===== config.mk =====
export PLATFORM = sky130hd
export DESIGN_NAME = mag_cmp_bist
export DESIGN_NICKNAME = d
export VERILOG_FILES = /design/src/rtl/mag_cmp_pkg.sv /design/src/rtl/mag_cmp_ref.sv /design/src/rtl/mag_cmp_bist.sv
export SDC_FILE = /design/constraint.sdc
export NUM_CORES = 1
export LEC_CHECK = 0
export ABC_AREA = 1
export CORE_AREA = 3 3 62 64
export CTS_BUF_LIST = sky130_fd_sc_hd__clkbuf_8
export DETAILED_ROUTE_END_ITERATION = 8
export DIE_AREA = 0 0 65 67
export SETUP_SLACK_MARGIN = 0.5
export SLEW_MARGIN = 5
export SYNTH_ARGS = -nofsm -noshare
export SYNTH_HDL_FRONTEND = slang
export SYNTH_SLANG_ARGS = --single-unit
export TNS_END_PERCENT = 10

===== constraint.sdc =====
create_clock -name clk -period 3.2 [get_ports clk]
set_input_delay 0.32 -clock clk [delete_from_list [all_inputs] [get_ports clk]]
set_output_delay 0.32 -clock clk [all_outputs]
set_load 0.02 [all_outputs]

===== src/rtl/mag_cmp_pkg.sv =====
// -----------------------------------------------------------------------------
// mag_cmp_pkg
// Shared definitions for the magnitude-comparator BIST engine.
//   state_t    : 2-bit FSM state encoding (IDLE, WAIT, CHECK, DONE)
//   MAX_W      : widest operand the golden compare function accepts
//   cmp_expect : golden unsigned compare, returns one-hot {gt, lt, eq}
// -----------------------------------------------------------------------------
package mag_cmp_pkg;

    typedef enum logic [1:0] {
        S_IDLE  = 2'd0,
        S_WAIT  = 2'd1,
        S_CHECK = 2'd2,
        S_DONE  = 2'd3
    } state_t;

    localparam int MAX_W = 8;

    // Operands are zero-extended to MAX_W by the caller, so the compare is unsigned.
    function automatic logic [2:0] cmp_expect(input logic [MAX_W-1:0] a,
                                              input logic [MAX_W-1:0] b);
        if (a > b)      return 3'b100;
        else if (a < b) return 3'b010;
        else            return 3'b001;
    endfunction

endpackage


===== src/rtl/mag_cmp_ref.sv =====
// -----------------------------------------------------------------------------
// mag_cmp_ref
// Combinational golden magnitude comparator producing the expected flags.
// Ports:
//   a_i   [WIDTH-1:0]  operand a
//   b_i   [WIDTH-1:0]  operand b
//   exp_o [2:0]        expected {gt, lt, eq}, exactly one bit set
// -----------------------------------------------------------------------------
module mag_cmp_ref
    import mag_cmp_pkg::*;
#(
    parameter int WIDTH = 3
) (
    input  logic [WIDTH-1:0] a_i,
    input  logic [WIDTH-1:0] b_i,
    output logic [2:0]       exp_o
);

    assign exp_o = cmp_expect(MAX_W'(a_i), MAX_W'(b_i));

endmodule


===== src/rtl/mag_cmp_bist.sv =====
// -----------------------------------------------------------------------------
// mag_cmp_bist
// Self-checking stimulus engine for a WIDTH-bit magnitude comparator.
// Sweeps every (a,b) pair (a major, b minor), holds each pair SETTLE cycles,
// samples the comparator flags and checks them against a golden compare.
// Counts mismatches (saturating) and captures the first failing pair.
//
// Optional feature (macro MAG_CMP_BIST_STOP_ON_FAIL_EN):
//   defined     : the first mismatch ends the sweep immediately (err_cnt = 1)
//   not defined : the full sweep always runs and every mismatch is counted
//
// Ports:
//   clk      in   rising-edge clock
//   rst      in   synchronous active-high reset
//   start    in   single-cycle sweep request (ignored while busy)
//   a_out    out  operand a to comparator under test (registered)
//   b_out    out  operand b to comparator under test (registered)
//   gt_in    in   comparator flag a>b
//   lt_in    in   comparator flag a<b
//   eq_in    in   comparator flag a==b
//   busy     out  sweep in progress
//   done     out  sweep finished, held until next accepted start or rst
//   pass     out  done with zero mismatches
//   err_cnt  out  mismatch count, saturating at all-ones
//   fail_a   out  a of first mismatch (0 if none)
//   fail_b   out  b of first mismatch (0 if none)
// -----------------------------------------------------------------------------
module mag_cmp_bist
    import mag_cmp_pkg::*;
#(
    parameter int WIDTH  = 3,
    parameter int SETTLE = 1
) (
    input  logic                 clk,
    input  logic                 rst,
    input  logic                 start,
    output logic [WIDTH-1:0]     a_out,
    output logic [WIDTH-1:0]     b_out,
    input  logic                 gt_in,
    input  logic                 lt_in,
    input  logic                 eq_in,
    output logic                 busy,
    output logic                 done,
    output logic                 pass,
    output logic [2*WIDTH:0]     err_cnt,
    output logic [WIDTH-1:0]     fail_a,
    output logic [WIDTH-1:0]     fail_b
);

    localparam int CNT_W = 2 * WIDTH + 1;
    localparam int SET_W = (SETTLE > 1) ? $clog2(SETTLE) : 1;
    localparam logic [SET_W-1:0] SETTLE_INIT = SET_W'(SETTLE - 1);

    state_t             state_q;
    logic [WIDTH-1:0]   a_q, b_q;
    logic [SET_W-1:0]   settle_q;
    logic [CNT_W-1:0]   err_q;
    logic [WIDTH-1:0]   fail_a_q, fail_b_q;
    logic               busy_q, done_q;

    logic [2:0]         exp_flags;
    logic               mismatch;
    logic               last_vec;
    logic [2*WIDTH-1:0] ab_d;

    mag_cmp_ref #(.WIDTH(WIDTH)) u_ref (
        .a_i   (a_q),
        .b_i   (b_q),
        .exp_o (exp_flags)
    );

    // Zero or multiple flags asserted also differ from the one-hot expectation.
    assign mismatch = ({gt_in, lt_in, eq_in} != exp_flags);
    assign last_vec = &{a_q, b_q};
    // a and b form one counter so b wrapping carries into a.
    assign ab_d     = {a_q, b_q} + (2 * WIDTH)'(1);

    always_ff @(posedge clk) begin
        if (rst) begin
            state_q  <= S_IDLE;
            a_q      <= '0;
            b_q      <= '0;
            settle_q <= '0;
            err_q    <= '0;
            fail_a_q <= '0;
            fail_b_q <= '0;
            busy_q   <= 1'b0;
            done_q   <= 1'b0;
        end else begin
            case (state_q)
                S_IDLE, S_DONE: begin
                    if (start) begin
                        state_q  <= S_WAIT;
                        a_q      <= '0;
                        b_q      <= '0;
                        settle_q <= SETTLE_INIT;
                        err_q    <= '0;
                        fail_a_q <= '0;
                        fail_b_q <= '0;
                        done_q   <= 1'b0;
                        busy_q   <= 1'b1;
                    end
                end
                S_WAIT: begin
                    if (settle_q == '0) state_q <= S_CHECK;
                    else                settle_q <= settle_q - SET_W'(1);
                end
                S_CHECK: begin
                    if (mismatch) begin
                        if (err_q != '1) err_q <= err_q + CNT_W'(1);
                        // Count never returns to zero, so zero marks the first mismatch.
                        if (err_q == '0) begin
                            fail_a_q <= a_q;
                            fail_b_q <= b_q;
                        end
                    end
`ifdef MAG_CMP_BIST_STOP_ON_FAIL_EN
                    if (mismatch || last_vec) begin
`else
                    if (last_vec) begin
`endif
                        state_q <= S_DONE;
                        busy_q  <= 1'b0;
                        done_q  <= 1'b1;
                    end else begin
                        {a_q, b_q} <= ab_d;
                        settle_q   <= SETTLE_INIT;
                        state_q    <= S_WAIT;
                    end
                end
                default: state_q <= S_IDLE;
            endcase
        end
    end

    assign a_out   = a_q;
    assign b_out   = b_q;
    assign busy    = busy_q;
    assign done    = done_q;
    assign pass    = done_q && (err_q == '0);
    assign err_cnt = err_q;
    assign fail_a  = fail_a_q;
    assign fail_b  = fail_b_q;

endmodule

# After elaboration in Yosys (flattened, before gate mapping)
# Index checks and enable logic that the tools add are counted.
dict set report totals {
  reg_bits 24
  in_bits 6
  out_inout_bits 22
  wordCells 68
}
dict set report op_classes {
  add_sub_neg 3
  magnitude_cmp 2
  n_eq_ne 12
  muxes 30
  n_reduce_logical 12
}
# cell n
set ops {}
lappend ops {{two-way mux 3 bit} 8}
lappend ops {{one-hot mux 3 bit (2 select lines)} 4}
lappend ops {{two-way mux 7 bit} 3}
lappend ops {{!= test 2 bit (second input constant)} 7}
lappend ops {{one-hot mux 7 bit (2 select lines)} 1}
lappend ops {{two-way mux 2 bit} 4}
lappend ops {{AND reduction 4 bit} 2}
lappend ops {{adder 7 x 1 -> 7 bit (second input constant)} 1}
lappend ops {{zero test 7 bit} 1}
lappend ops {{!= test 7 bit (second input constant)} 1}
lappend ops {{adder 6 x 1 -> 6 bit (second input constant)} 1}
lappend ops {{two-way mux 1 bit} 6}
lappend ops {{one-hot mux 2 bit (3 select lines)} 1}
lappend ops {{AND reduction 3 bit} 2}
lappend ops {{AND reduction 6 bit} 1}
lappend ops {{== test 2 bit (second input constant)} 2}
lappend ops {{one-hot mux 1 bit (2 select lines)} 2}
lappend ops {{AND reduction 2 bit} 2}
lappend ops {{> comparator 3 bit} 1}
lappend ops {{less-than comparator 3 bit} 1}
lappend ops {{!= test 3 bit} 1}
lappend ops {{one-hot mux 1 bit (3 select lines)} 1}
lappend ops {{== test 2 x 1 -> 1 bit (second input constant)} 1}
lappend ops {{zero test 2 bit} 1}
lappend ops {{4 further kinds} 4}

# Longest topological paths before layout
dict set report logic_depth {
  word_depth 6
  mapped_depth 12
  ltp_nobuf 12
}

# Hierarchy
# Synthesis repeated with hierarchy kept, for this count alone.
dict set report hier_totals {
  hier_cells 216
  hier_area_um2 1403.8
}
# mod instances cells_per_inst area_each_um2 seq_area_each_um2
set modules_own_cells {}
lappend modules_own_cells {mag_cmp_bist 1 200 1311.3 460.4}
lappend modules_own_cells {mag_cmp_ref 1 16 92.6 0.0}

# Worst setup path after synthesis
# OpenSTA, ideal clock, no wires.
dict set report synth_path {
  path_kind {register to register}
  startpoint {reg b_q[2] (netlist: b_out[2])}
  endpoint {reg fail_b_q[0] (netlist: fail_b[0])}
  setup_time_ns 0.064
  t_arrival_ns 1.631
  required_time_ns 3.136
  slack_ns 1.505
  path_stages_with_launch 11
  path_buffers 1
  synth_period_minus_slack_ns 1.695
  path_cell_list {dfxtp_1 > inv_1 > ha_1 > a21oi_1 > nand2_1 > nand2_1 > nand3_2 > buf_6 > nand3_1 > nand2_1 > nor2_1}
}
dict set report synth_between {
  elab_chain_cells 6
  word_cells_on_any_way 7
  classes_between {2 x order compare; 2 x eq/ne; 2 x mux; 1 x reduce/logical}
}
# item line_no
set synth_lines {}
lappend synth_lines {{start: declaration} mag_cmp_bist.sv:55} ;# logic [WIDTH-1:0] a_q, b_q;
lappend synth_lines {{start signal: assignment} mag_cmp_bist.sv:82} ;# b_q <= '0;
lappend synth_lines {{start signal: assignment} mag_cmp_bist.sv:95} ;# b_q <= '0;
lappend synth_lines {{start signal: assignment} mag_cmp_bist.sv:126} ;# {a_q, b_q} <= ab_d;
lappend synth_lines {{less-than comparator 3 bit} mag_cmp_pkg.sv:23} ;# else if (a < b) return 3'b010;
lappend synth_lines {{two-way mux 2 bit} mag_cmp_pkg.sv:23}
lappend synth_lines {{two-way mux 3 bit (*)} mag_cmp_pkg.sv:22} ;# if (a > b) return 3'b100;
lappend synth_lines {{!= test 3 bit (*)} mag_cmp_bist.sv:73} ;# assign mismatch = ({gt_in, lt_in, eq_in} != exp_flags);
lappend synth_lines {{!= test 2 bit (no source line) (*)} --}
lappend synth_lines {{AND reduction 4 bit (no source line) (*)} --}
lappend synth_lines {{end signal: assignment} mag_cmp_bist.sv:114} ;# fail_b_q <= b_q;
lappend synth_lines {{end: declaration} mag_cmp_bist.sv:58} ;# logic [WIDTH-1:0] fail_a_q, fail_b_q;
# Mark *: on every way between the ends. The rest lies on a longest branch, timed or not.
# A chain may end at the register's enable or synchronous reset.

# Worst setup path after layout
dict set report layout_path {
  startpoint {reg err_q[0] (netlist: err_cnt[0])}
  endpoint {out pass}
}
dict set report layout_between {
  elab_chain_cells 2
}
# item line_no
set layout_lines {}
lappend layout_lines {{start: declaration} mag_cmp_bist.sv:57} ;# logic [CNT_W-1:0] err_q;
lappend layout_lines {{start signal: assignment} mag_cmp_bist.sv:110} ;# if (err_q != '1) err_q <= err_q + CNT_W'(1);
lappend layout_lines {{zero test 7 bit} mag_cmp_bist.sv:140} ;# assign pass = done_q && (err_q == '0);
lappend layout_lines {{logical AND 1 bit} mag_cmp_bist.sv:140}
lappend layout_lines {{end: declaration} mag_cmp_bist.sv:44} ;# output logic pass,
# Every way passes these cells.

==> impl_metrics.json <==
{
  "status": "completed",
  "layout_commonest_cell": "nand2_1",
  "ctsHoldBuffers": 0,
  "drc": 0,
  "required_ns": 2.88,
  "cp-start-kind": "flop",
  "r2r_cells": 10,
  "tns_ns": 0,
  "p_int_mw": 0.560,
  "boundaryPins": 28,
  "grt_pass1_wl_um": 5460,
  "nets": 252,
  "critPathCaptureType": "primary output",
  "netlist_instances": 207,
  "syn_area_per_cell_um2": 6.45,
  "maxCapViolCount": 0,
  "fillers": 372,
  "vdd_ir_drop_max_uv": 218,
  "final_layout_size_suffix_gt1_share_pct": 6.36,
  "grt_usage_pct": 16.1,
  "switching_share_pct": 39.2,
  "portBuffers": 27,
  "viasPerCell": 4.70,
  "min_delay_path_depth": 2,
  "clock_latency_ns": 0.27,
  "first_pass_iters": 4,
  "routed-via-count": 1324,
  "cts_buffers": 3,
  "slew_violations": 0,
  "power_leakage_nw": 0.746,
  "core_mm2": 0.00334,
  "clock_path_buffers": 2,
  "die_area_mm2": 0.00436,
  "crit_type": "reg2out",
  "clk_pin_slew_ns": 0.08,
  "placementRows": 21,
  "hold_viol": 0,
  "maxClockFrequency_ghz": 0.450,
  "slew_headroom_pct": 67.8,
  "yosysSeqAreaShare_pct": 34.5,
  "dpl.cell_count": 278,
  "syn-num-nets": 222,
  "start_util_pct": 40.0,
  "cts-htree-levels": 1,
  "cts_setup_buffers": 0,
  "cp_max_fo": 6,
  "antenna_found_initial": 0,
  "combPwrFrac_pct": 39.9,
  "path_common_cell": "inv_1",
  "power_density_mw_per_mm2": 543,
  "fin_crit_sh_pct": 69.5,
  "hpwl_um": 2430,
  "switchingPower_mw": 0.361,
  "postRouteAntennaNets": 0,
  "die_h_um": 67,
  "slowest_delay_ns": 0.61,
  "synth.distinct_cells": 25,
  "rsz0062_at_grt": "false",
  "wire_per_inst_um": 11.1,
  "grt_pass1_vias": 1259,
  "grt_max_degree": 18,
  "yosysWarnings": 0,
  "worst_pin_slew_ns": 0.480,
  "final_cell_mix": "51 x nand2_1, 37 x nor2_1, 27 x clkdlybuf4s50_1, 25 x inv_1, 23 x dfxtp_1",
  "drt_wl_total_um": 3130,
  "area_delta_synth_final_pct": 27.2,
  "overflow": 0,
  "p_seq_share_pct": 39.8,
  "finalCriticalPeriod_ns": 2.22,
  "cts_resized": 0,
  "synth_area_mm2": 0.00134,
  "place.gp.congestion": 0.813,
  "cts_tree": "yes",
  "cpMaxStageDelayCell": "clkdlybuf4s50_1",
  "dieWidth_um": 65,
  "cts_root_buf": "clkbuf_8",
  "path_cells": "inv_1 -> ha_1 -> inv_1 -> nor3_1 -> nand2_1 -> nor2_1 -> clkdlybuf4s50_1",
  "setup_viol": 0,
  "ys_ff_latch": 23,
  "finClkSkew_ns": 0.00144,
  "clock_sinks": 23,
  "antenna_cells": 0,
  "drt_iter0_markers": 26,
  "pwr-share-clk_pct": 20.3,
  "hold_path.class": "reg2reg",
  "worstPathArrival_ns": 1.90,
  "timing.hold.ws_ns": 0.479,
  "stdcell_count": 282
}
[area by class of cell]
| class | instances | area (µm²) | share of cell area, % |
|---|---|---|---|
| Inverter | 31 | 116 | 6.85 |
| Clock inverter | 1 | 5.00 | 0.295 |
| Tap cell | 46 | 57.6 | 3.39 |
| Sequential cell | 23 | 460 | 27.1 |
| Clock buffer | 3 | 41.3 | 2.43 |
| Multi-Input combinational cell | 150 | 739 | 43.6 |
| Timing Repair Buffer | 28 | 278 | 16.4 |
[worst max-delay path, delay by kind of cell (launching register included)]
kind                     cells  cell delay, ns
AND/OR/NAND/NOR              3            0.40
buffers and inverters        3            0.73
flip-flops                   1            0.36
adder cells (fa/ha/maj)      1            0.14
[stage by stage]
step / cell area (µm²) / utilization [%] / worst slack [ns] / total power, mW
3_5_place_dp: 1650 / 49.5 / 1.28 / 0.747
3_3_place_gp: 1650 / 49.5 / 1.28 / 0.746
2_1_floorplan: 1340 / - / 1.50 / 0.615
6_report: 1700 / 50.9 / 0.976 / 0.922
4_1_cts: 1700 / 50.9 / 0.959 / 0.934
5_1_grt: 1700 / 50.9 / 0.807 / 0.994
[kinds of logic after synthesis]
group / Yosys count / synth area share (%)
AND/OR/NAND/NOR: 120 / 37.7
buffers and inverters: 34 / 10.1
flip-flops: 23 / 34.5
AO/OA/AOI/OAI: 20 / 8.62
adder cells (fa/ha/maj): 9 / 8.44
XOR/XNOR: 1 / 0.656
[synthesized netlist by cell type, drive strengths merged]
cell type	n	area, µm²
nand4	1	6.26
clkinv	2	7.51
a211oi	1	7.51
nand3b	1	7.51
nand3	23	120
buf	1	11.3
o21ai	6	33.8
nor3	4	20.0
clkbuf	2	7.51
nor2	38	145
nand2	53	204
o21a	1	7.51
o211ai	1	7.51
inv	29	109
ha	9	113
dfxtp	23	460
a21oi	11	58.8
xor2	1	8.76
[final timing paths]
check,startpoint,endpoint,slack [ns]
min reg2reg,fail_b[1]$_SDFFE_PP0P_,fail_b[1]$_SDFFE_PP0P_,0.48
max,err_cnt[0]$_SDFFE_PP0P_,pass,0.98
min,fail_b[1]$_SDFFE_PP0P_,fail_b[1]$_SDFFE_PP0P_,0.48
max reg2reg,b_out[2]$_SDFFE_PP0P_,fail_b[0]$_SDFFE_PP0P_,1.34
[routing by layer]
metal,share of wire [%],track usage (%)
met1,47,19.1
met2,47,28.6
met3,4.4,3.20
met4,1.3,5.80
met5,0,0
[sequential cells by signal, indices dropped and copies added, names as in the netlist]
register,count
state_q,2
fail_a,3
b_out,3
fail_b,3
busy,1
err_cnt,7
a_out,3
done,1
[power by group through the flow]
stage / registers [mW] / clock network, mW / logic, mW
2_1_floorplan: 0.410 / 0 / 0.205
3_3_place_gp: 0.375 / 0 / 0.371
3_5_place_dp: 0.375 / 0 / 0.372
4_1_cts: 0.369 / 0.192 / 0.374
5_1_grt: 0.375 / 0.199 / 0.421
6_report: 0.367 / 0.187 / 0.368
(Power assumes the default switching activity.)
